<file path="config.mk">
export PLATFORM = sky130hd
export DESIGN_NAME = onehot_encode8to3
export DESIGN_NICKNAME = d
export VERILOG_FILES = /design/src/rtl/onehot_encode8to3.sv
export SDC_FILE = /design/constraint.sdc
export NUM_CORES = 1
export LEC_CHECK = 0
export CORE_ASPECT_RATIO = 0.7
export CORE_UTILIZATION = 40
export CTS_CLUSTER_SIZE = 28
export DETAILED_ROUTE_END_ITERATION = 6
export PLACE_DENSITY_LB_ADDON = 0.12
export SYNTH_ARGS = -nofsm -noshare
export SYNTH_HDL_FRONTEND = slang
export SYNTH_SLANG_ARGS = --single-unit
</file>
<file path="constraint.sdc">
create_clock -name clk -period 2.81 [get_ports clk]
set_input_delay 0.562 -clock clk [delete_from_list [all_inputs] [get_ports clk]]
set_output_delay 0.562 -clock clk [all_outputs]
set_load 0.02 [all_outputs]
</file>
<file path="src/rtl/onehot_encode8to3.sv">
// Line-vector to select-code encoder: emits one 3-bit code per set line,
// highest line first, over a valid/ready stream. Inverse of the 3-to-8 decoder.
module onehot_encode8to3 #(
  parameter int unsigned N  = 8,
  parameter int unsigned CW = 3
) (
  input  logic          clk,
  input  logic          rst,
  input  logic [N-1:0]  in_vec,
  input  logic          in_valid,
  output logic          in_ready,
  output logic [CW-1:0] code,
  output logic          code_valid,
  input  logic          code_ready,
  output logic          code_last,
  output logic [CW:0]   bit_cnt,
  output logic          err_zero
);

  typedef enum logic {IDLE, SCAN} state_e;

  state_e        state_q, state_d;
  logic [N-1:0]  pending_q, pending_d;
  logic [CW:0]   bit_cnt_q, bit_cnt_d;
  logic          err_zero_q, err_zero_d;
  logic [CW-1:0] hi_idx;

  function automatic logic [CW:0] popcount(input logic [N-1:0] v);
    logic [CW:0] cnt;
    cnt = '0;
    for (int unsigned i = 0; i < N; i++) begin
      cnt = cnt + {{CW{1'b0}}, v[i]};
    end
    return cnt;
  endfunction

  always_ff @(posedge clk) begin
    if (rst) begin
      state_q    <= IDLE;
      pending_q  <= '0;
      bit_cnt_q  <= '0;
      err_zero_q <= 1'b0;
    end else begin
      state_q    <= state_d;
      pending_q  <= pending_d;
      bit_cnt_q  <= bit_cnt_d;
      err_zero_q <= err_zero_d;
    end
  end

  always_comb begin
    state_d    = state_q;
    pending_d  = pending_q;
    bit_cnt_d  = bit_cnt_q;
    err_zero_d = 1'b0;
    case (state_q)
      IDLE: begin
        if (in_valid) begin
          if (|in_vec) begin
            pending_d = in_vec;
            bit_cnt_d = popcount(in_vec);
            state_d   = SCAN;
          end else begin
            err_zero_d = 1'b1;
          end
        end
      end
      SCAN: begin
        if (code_ready) begin
          pending_d[hi_idx] = 1'b0;
          if (code_last) state_d = IDLE;
        end
      end
      default: state_d = IDLE;
    endcase
  end

  // Outputs depend only on registered state, so stalls keep code stable.
  always_comb begin
    hi_idx = '0;
    for (int unsigned i = 0; i < N; i++) begin
      if (pending_q[i]) hi_idx = CW'(i);
    end
    in_ready   = (state_q == IDLE);
    code_valid = (state_q == SCAN);
    code       = code_valid ? (CW'(N - 1) - hi_idx) : '0;
    code_last  = code_valid && (pending_q != '0) &&
                 ((pending_q & (pending_q - {{(N-1){1'b0}}, 1'b1})) == '0);
  end

  assign bit_cnt  = bit_cnt_q;
  assign err_zero = err_zero_q;

endmodule

</file>
Yosys cells after proc, flatten, opt, wreduce, memory -nomap -nowiden
Cells that the tools add are included.

Register bits: 14. Bits of input ports: 12.

$add $sub $neg: 9. Order comparisons: 2. Equality and inequality tests: 3. Mux-type cells: 20. Bitwise gates (word level): 5. Reduce and logical (&&, ||, !) cells: 9.

Operator list (count): $mux W8 (3); $mux W3 (7); $add A4 B1 Y4 (4); $and A8 B8 Y8 (2); $pmux W8 S2 (1); $logic_not A8 Y1 (1); $not A8 Y8 (1); $reduce_bool A8 Y1 (1); $reduce_or A8 Y1 (1); $sub A8 B1 Y8 const B (1); $mux W1 (7); $reduce_and A3 Y1 (2); $add A3 B1 Y4 (1); $lt A3 B4 Y1 const B (1); $ne A2 B2 Y1 const B (2); $add A2 B1 Y3 (1); $demux W1 S3 (1); $ge A3 B1 Y1 const B (1); $logic_and A1 B1 Y1 (3); $reduce_or A3 Y1 (1); $sub A3 B3 Y3 const A (1); $add A1 B1 Y2 (1); $ne A2 B1 Y1 const B (1); $not A1 Y1 (2); $pmux W1 S2 (1).

Longest topological paths before layout
Gate-level depths: netlist (run 1).

Depth after elaboration: 15. Mapped depth: 9. Gate-level depth less buffers: 9.

Worst setup path after synthesis (run 1)
OpenSTA, ideal clock, no wires.

Path type: input to register. Start point: in in_vec[0]. End point: reg bit_cnt_q[2] (netlist: bit_cnt[2]). Data arrival time: 2.971 ns. Setup slack: -0.246 ns. Cell stages on the path: 9. Path buffers: 0. Path through: inv_1 > fa_1 > fa_1 > fa_1 > inv_1 > ha_1 > fa_1 > xnor2_1 > a211oi_1.

Longest elaborated chain between the ends: 7.

Ends and longest elaborated chain: start, declared (RTL line 9) `input logic [N-1:0] in_vec,`; $add A1 B1 Y2 (RTL line 32) `cnt = cnt + {{CW{1'b0}}, v[i]};`; $add A2 B1 Y3 (RTL line 32); $add A3 B1 Y4 (RTL line 32); $add A4 B1 Y4 (4 in series) (RTL line 32); end signal, assigned (RTL line 46) `bit_cnt_q <= bit_cnt_d;`; end, declared (RTL line 24) `logic [CW:0] bit_cnt_q, bit_cnt_d;`.

Parallel ways exist; a longest one is shown, timed or not. A chain may end at the register's enable or synchronous reset.

Final worst setup path (run 1)
Start point: in in_vec[3]. End point: reg bit_cnt_q[2] (netlist: bit_cnt[2]).

Longest elaborated chain between the ends: 5.

Ends and longest elaborated chain (RTL line): $add A3 B1 Y4 (32); $add A4 B1 Y4 (4 in series) (32).

Parallel ways exist; a longest one is shown, timed or not.

==> run_results.csv, run 1 <==
group,metric,value,unit
status,outcome,"finished with violations",
status,violations,"negative setup slack",
sta,drv_slew,0,
clock_tree,numCtsBuffers,3,
setup_path,r2r_start,"code_valid",
setup_path,path_buf_inv,3,
drt,wirelength,2.50,mm
job,max_cap_viol_count,0,
drt,wl_per_cell,14.5,um
floorplanning,die_area,2560,sq um
layout,layout-drive-gt1-share,21.4,%
clock_tree,clk_path_buf_depth,2,
clock_tree,cts_tree,"built",
synth,synth_ff_type,"dfxtp_1",
floorplanning,dieHeight,42.6,um
sta,max_freq,349,MHz
synth,async_reset_ff_share,0,%
layout,area_growth,39.4,%
global_routing,grt_use_total,21.7,%
global_routing,grtUsageMet3,6.79,%
hold_path,holdCritStartpoint,"bit_cnt[3]",
clock_tree,htree_levels,1,
drt,drc_errors,0,
sta,rsz0062_at_grt,"yes",
sta,fin_ws,-56.8,ps
synth,yosysWarningCount,0,
setup_path,cpMaxStageDelayCell,"fa_1",
setup_path,crit_fanout,2,
synth,synthDistinctLibCells,40,
floorplanning,initial_core_util,43.1,%
sta,finClkSkew,11.0,ps
setup_path,rrSetupSlack,990,ps
layout,instances_no_fill,172,
floorplanning,core,2190,sq um
sta,period_minus_slack,2870,ps
sta,tightest_slew,523,ps
floorplanning,rows,14,
layout,fillers,211,
setup_path,worstPathArrival,3080,ps
global_routing,grt_max_degree,15,
layout,n_antenna_cell,0,
hold_path,min_to,"bit_cnt[3]",
placement,place_congestion,0.813,
global_routing,use_met2,28.7,%
setup_path,crit_top_cell,"fa_1",
global_routing,grt_overflow,0,
placement,dpl.cell_count,167,
global_routing,grt_pass1_wl,4.03,mm
drt,vias,928,
global_routing,top_usage_layer,"met1",
hold_path,hp-class,"flip-flop to flip-flop",
drt,ant_nets,0,
synth,yosysSeqAreaShare,29.7,%
sta,hold_violations,0,
pwr,ir_drop,0.318,mV
hold_path,hold_depth,2,
clock_tree,postCtsHoldBufs,0,
drt,dr.pass1.iters,4,
synth,synthCells,109,
setup_path,crit_path_end_kind,"flip-flop",
global_routing,antenna_found_initial,0,
floorplanning,die_w,60.0,um
setup_path,start_kind,"primary input",
setup_path,cp_top_family,"adder cells",
setup_path,rr_worst_depth,5,
synth,syn-cell-area,943,sq um
sta,relSlewSlack,65.1,%
drt,first_iter_violations,37,
global_routing,grt_util_met1,33.0,%
setup_path,slowest_delay,560,ps
synth,synth_seq_cells,14,
clock_tree,root_buffer,"clkbuf_4",
placement,port_buffers,22,
drt,routed_via_density,5.40,
clock_tree,cts_sinks,14,
synth,synth_edf_count,0,
setup_path,crit_required,3020,ps
floorplanning,io_pins,23,
setup_path,path_class,"primary input to flip-flop",
synth,synth_area_per_cell,8.66,sq um
layout,finalCoreUtilization,60.1,%
clock_tree,clkTransAtPathRegs,90,ps
pwr,p_leak,0.536,nW
setup_path,path_depth,10,
global_routing,first_global_vias,877,
pwr,p_per_area,476,nW/um^2
setup_path,reg2reg_to,"pending_q[6]",
clock_tree,clk_latency,290,ps
placement,hpwl,1.87,mm
layout,layout.nets,161,
setup_path,crit_chain,"buf_8 > inv_8 > fa_1 > fa_1 > fa_1 > inv_1 > ha_2 > fa_2 > xnor2_2 > a211oi_2",
synth,syn-num-nets,129,
sta,period_share,102,%
sta,setup_violations,2,
layout make-up:
type | instances | area (sq um) | share of cell area [%]
flip-flops and latches | 14 | 280 | 21.3
inverters | 13 | 58.8 | 4.47
repair buffers | 31 | 292 | 22.2
multi-input cells | 78 | 608 | 46.2
well taps | 32 | 40.0 | 3.04
clock buffers | 4 | 36.3 | 2.76
stage by stage:
| step | power [mW] | worst slack [ps] | setup TNS, ps | hold slack [ps] | cell area [sq um] |
|---|---|---|---|---|---|
| 2_1_floorplan | 0.376 | -144 | -278 | 477 | 956 |
| 3_3_place_gp | 0.460 | -783 | -2470 | 442 | 1250 |
| 3_5_place_dp | 0.465 | -871 | -2690 | 454 | 1250 |
| 4_1_cts | 0.615 | -99.8 | -137 | 466 | 1300 |
| 5_1_grt | 0.664 | -101 | -163 | 487 | 1320 |
| 6_report | 0.626 | -56.8 | -72.2 | 461 | 1320 |
cells by family (layout without fill, tap and decap cells):
logic type	Yosys count	count (layout)	share of synthesized area (%)
simple gates	36	36	22.0
compound gates	32	32	24.8
buf+inv	17	48	7.69
flops	14	14	29.7
fa+ha+maj	8	8	13.8
xor+xnor	1	1	0.929
mux	1	1	1.06
report_power, final:
group	leakage (nW)	switching, mW	internal (mW)
clock network	0.0210	0.0684	0.0789
logic	0.401	0.127	0.121
registers	0.115	0.0168	0.214
worst max-delay path by stage:
| stage | slack, ps | endpoint | start |
|---|---|---|---|
| 2_1_floorplan | -140 | bit_cnt[1] | in_vec[3] |
| 3_3_place_gp | -780 | bit_cnt[1] | in_vec[3] |
| 3_5_place_dp | -870 | bit_cnt[2] | in_vec[3] |
| 4_1_cts | -100 | bit_cnt[2] | in_vec[1] |
| 5_1_grt | -100 | bit_cnt[2] | in_vec[3] |
| 6_report | -60 | bit_cnt[2] | in_vec[3] |
sequential cells by signal, summed over array words and instances, names as in the netlist:
register / count
code_valid: 1
bit_cnt: 4
err_zero: 1
pending_q: 8
tightest hold or removal path, delay by kind of cell, from the launching register on:
family	cells	cell delay, ps
flip-flops	1	310
AND/OR/NAND/NOR	1	50
AO/OA/AOI/OAI	1	50
repair_timing:
item	in CTS	in global routing
buffers inserted	1	0
endpoints found under the hold margin	0	0
pin swaps	6	6
endpoints found under the setup margin	5	2
resized for setup	19	3
cell usage in the layout (no fill, tap or decap), drive strengths merged, types with 5 or more instances in the layout:
cell / netlist / layout
o21ai: 5 / 5
nand3: 5 / 5
nor2: 8 / 8
clkdlybuf4s50: 0 / 18
buf: 1 / 12
nand2: 9 / 9
dfxtp: 14 / 14
a21oi: 8 / 8
inv: 13 / 13
cells in the mapped netlist (all sizes together), types with 2 or more instances:
master | count | area share [%]
dfxtp | 14 | 30
inv | 13 | 5.2
nand2 | 9 | 3.6
a21oi | 8 | 4.2
nor2 | 8 | 3.2
nand3 | 5 | 2.7
o21ai | 5 | 3.8
fa | 4 | 8.5
ha | 4 | 5.3
a32oi | 3 | 2.8
clkbuf | 3 | 1.3
a211oi | 2 | 1.6
a21o | 2 | 1.6
a22oi | 2 | 1.6
a31oi | 2 | 1.3
and3 | 2 | 1.3
nand2b | 2 | 1.3
o211ai | 2 | 1.6
or4 | 2 | 1.7
metal layers:
layer  vias up  part of all wire, %
met5         -                    0
met4         0                 0.76
met3         2                  5.1
met2        33                   43
met1       435                   51
li1        458                    -
(Power assumes the default switching activity.)
==> run 2, diff against run 1 <==
SKIP_LAST_GASP = 1   (was default)
TNS_END_PERCENT = 100   (was default)
==> results of run 2 <==
Final layout, timing and power as in run 1 (identical DEF).
==> run 3, diff against run 2 <==
DONT_BUFFER_PORTS = 1   (was default)
GPL_ROUTABILITY_DRIVEN = 1   (was default)
==> run_results.csv, run 3 (synthesis gave the netlist of run 1 again) <==
group,metric,value,unit
sta,fin_setup_tns,0,ps
pwr,p_leak,0.419,nW
sta,relSlewSlack,68.6,%
drt,routed_via_density,5.68,
drt,drc_errors,0,
placement,dpl.cell_count,142,
clock_tree,clk_latency,290,ps
job,max_cap_viol_count,0,
clock_tree,root_buffer,"clkbuf_4",
layout,seqCellArea,280,sq um
clock_tree,cts_resized,0,
drt,dr.pass1.iters,4,
setup_path,crit_fanout,3,
layout,layout.nets,135,
sta,max_freq,362,MHz
global_routing,grt_use_total,21.8,%
clock_tree,cts_tree,"built",
sta,rsz0062_at_grt,"yes",
hold_path,hold_depth,1,
layout,fillers,245,
setup_path,start_kind,"primary input",
global_routing,first_global_vias,825,
hold_path,hp-class,"primary input to flip-flop",
layout,final_common_cell,"dfxtp_1",
floorplanning,io_pins,23,
sta,drv_slew,0,
status,outcome,"completed",
layout,area_growth,10.9,%
pwr,ir_drop,0.245,mV
layout,layout_common_cells,"dfxtp_1 (14), inv_1 (11), nand2_1 (9)",
floorplanning,core,2190,sq um
clock_tree,post_cts_buffers,0,
clock_tree,htree_levels,1,
floorplanning,initial_core_util,43.1,%
floorplanning,die_area,2560,sq um
layout,regMostFlops,"pending_q",
clock_tree,postCtsHoldBufs,0,
setup_path,path_class,"primary input to flip-flop",
sta,setup_violations,0,
placement,hpwl,1.77,mm
clock_tree,cts_sinks,14,
sta,finClkSkew,3.69,ps
drt,ant_nets,0,
global_routing,antenna_found_initial,0,
drt,vias,829,
sta,period_share,98.4,%
floorplanning,rows,14,
drt,first_iter_violations,40,
sta,hold_slack,327,ps
clock_tree,numCtsBuffers,3,
pwr,p_per_area,534,nW/um^2
placement,place_congestion,0.747,
placement,port_buffers,0,
placement,pre_cts_ws,-272,ps
layout,largest_register_ffs,8,
setup_path,crit_required,3010,ps
setup_path,rr_worst_depth,4,
sta,fin_ws,45.6,ps
layout,n_antenna_cell,0,
layout,finalCoreUtilization,47.8,%
floorplanning,dieHeight,42.6,um
sta,tightest_slew,471,ps
global_routing,grt_max_degree,16,
setup_path,worstPathArrival,2970,ps
layout,multi_input_comb_area,596,sq um
drt,wirelength,2.28,mm
global_routing,grt_pass1_wl,4.02,mm
setup_path,crit_path_end_kind,"flip-flop",
clock_tree,clkTransAtPathRegs,90,ps
clock_tree,clk_path_buf_depth,2,
layout,layout-drive-gt1-share,17.5,%
global_routing,grt_overflow,0,
floorplanning,die_w,60.0,um
sta,hold_violations,0,
layout,instances_no_fill,146,
drt,wl_per_cell,15.6,um
sta,period_minus_slack,2760,ps
-- run 3: routing by layer --
layer	global-route usage (%)	share of wire (%)	wire, um	vias up
met3	7.10	6.9	158	5
met1	31.8	50	1130	399
met2	29.8	42	960	25
met5	0	0	0	-
li1	-	-	-	400
met4	6.98	1.2	28	0
-- run 3: cell type report --
class	count	area share [%]
repair buffers	5	3.59
clock buffers	4	3.47
well taps	32	3.83
inverters	13	5.38
multi-input cells	78	56.9
flip-flops and latches	14	26.8
-- run 3: final timing paths --
check | startpoint | end | slack, ps
max | in_vec[3] | bit_cnt[2] | 50
min reg2reg | pending_q[6] | pending_q[6] | 540
min | rst | bit_cnt[0] | 330
max reg2reg | pending_q[5] | pending_q[0] | 1150
-- run 3: where the power goes --
part / internal, mW / switching (mW) / total (mW)
Combinational: 0.0727 / 0.0949 / 0.168
Clock: 0.0789 / 0.0716 / 0.150
Sequential: 0.214 / 0.0267 / 0.240
-- run 3: metrics by stage --
step | total power, mW | cell area, sq um
floorplan | 0.376 | 956
global placement | 0.409 | 1010
detailed placement | 0.412 | 1010
CTS | 0.566 | 1050
global route | 0.605 | 1050
finish | 0.559 | 1050
-- run 3: critical path: stages --
cell and delay, ps:
inv_8 10, fa_1 550, fa_1 430, fa_1 490, inv_1 40, ha_2 170
fa_2 340, xnor2_1 150, a211oi_1 210
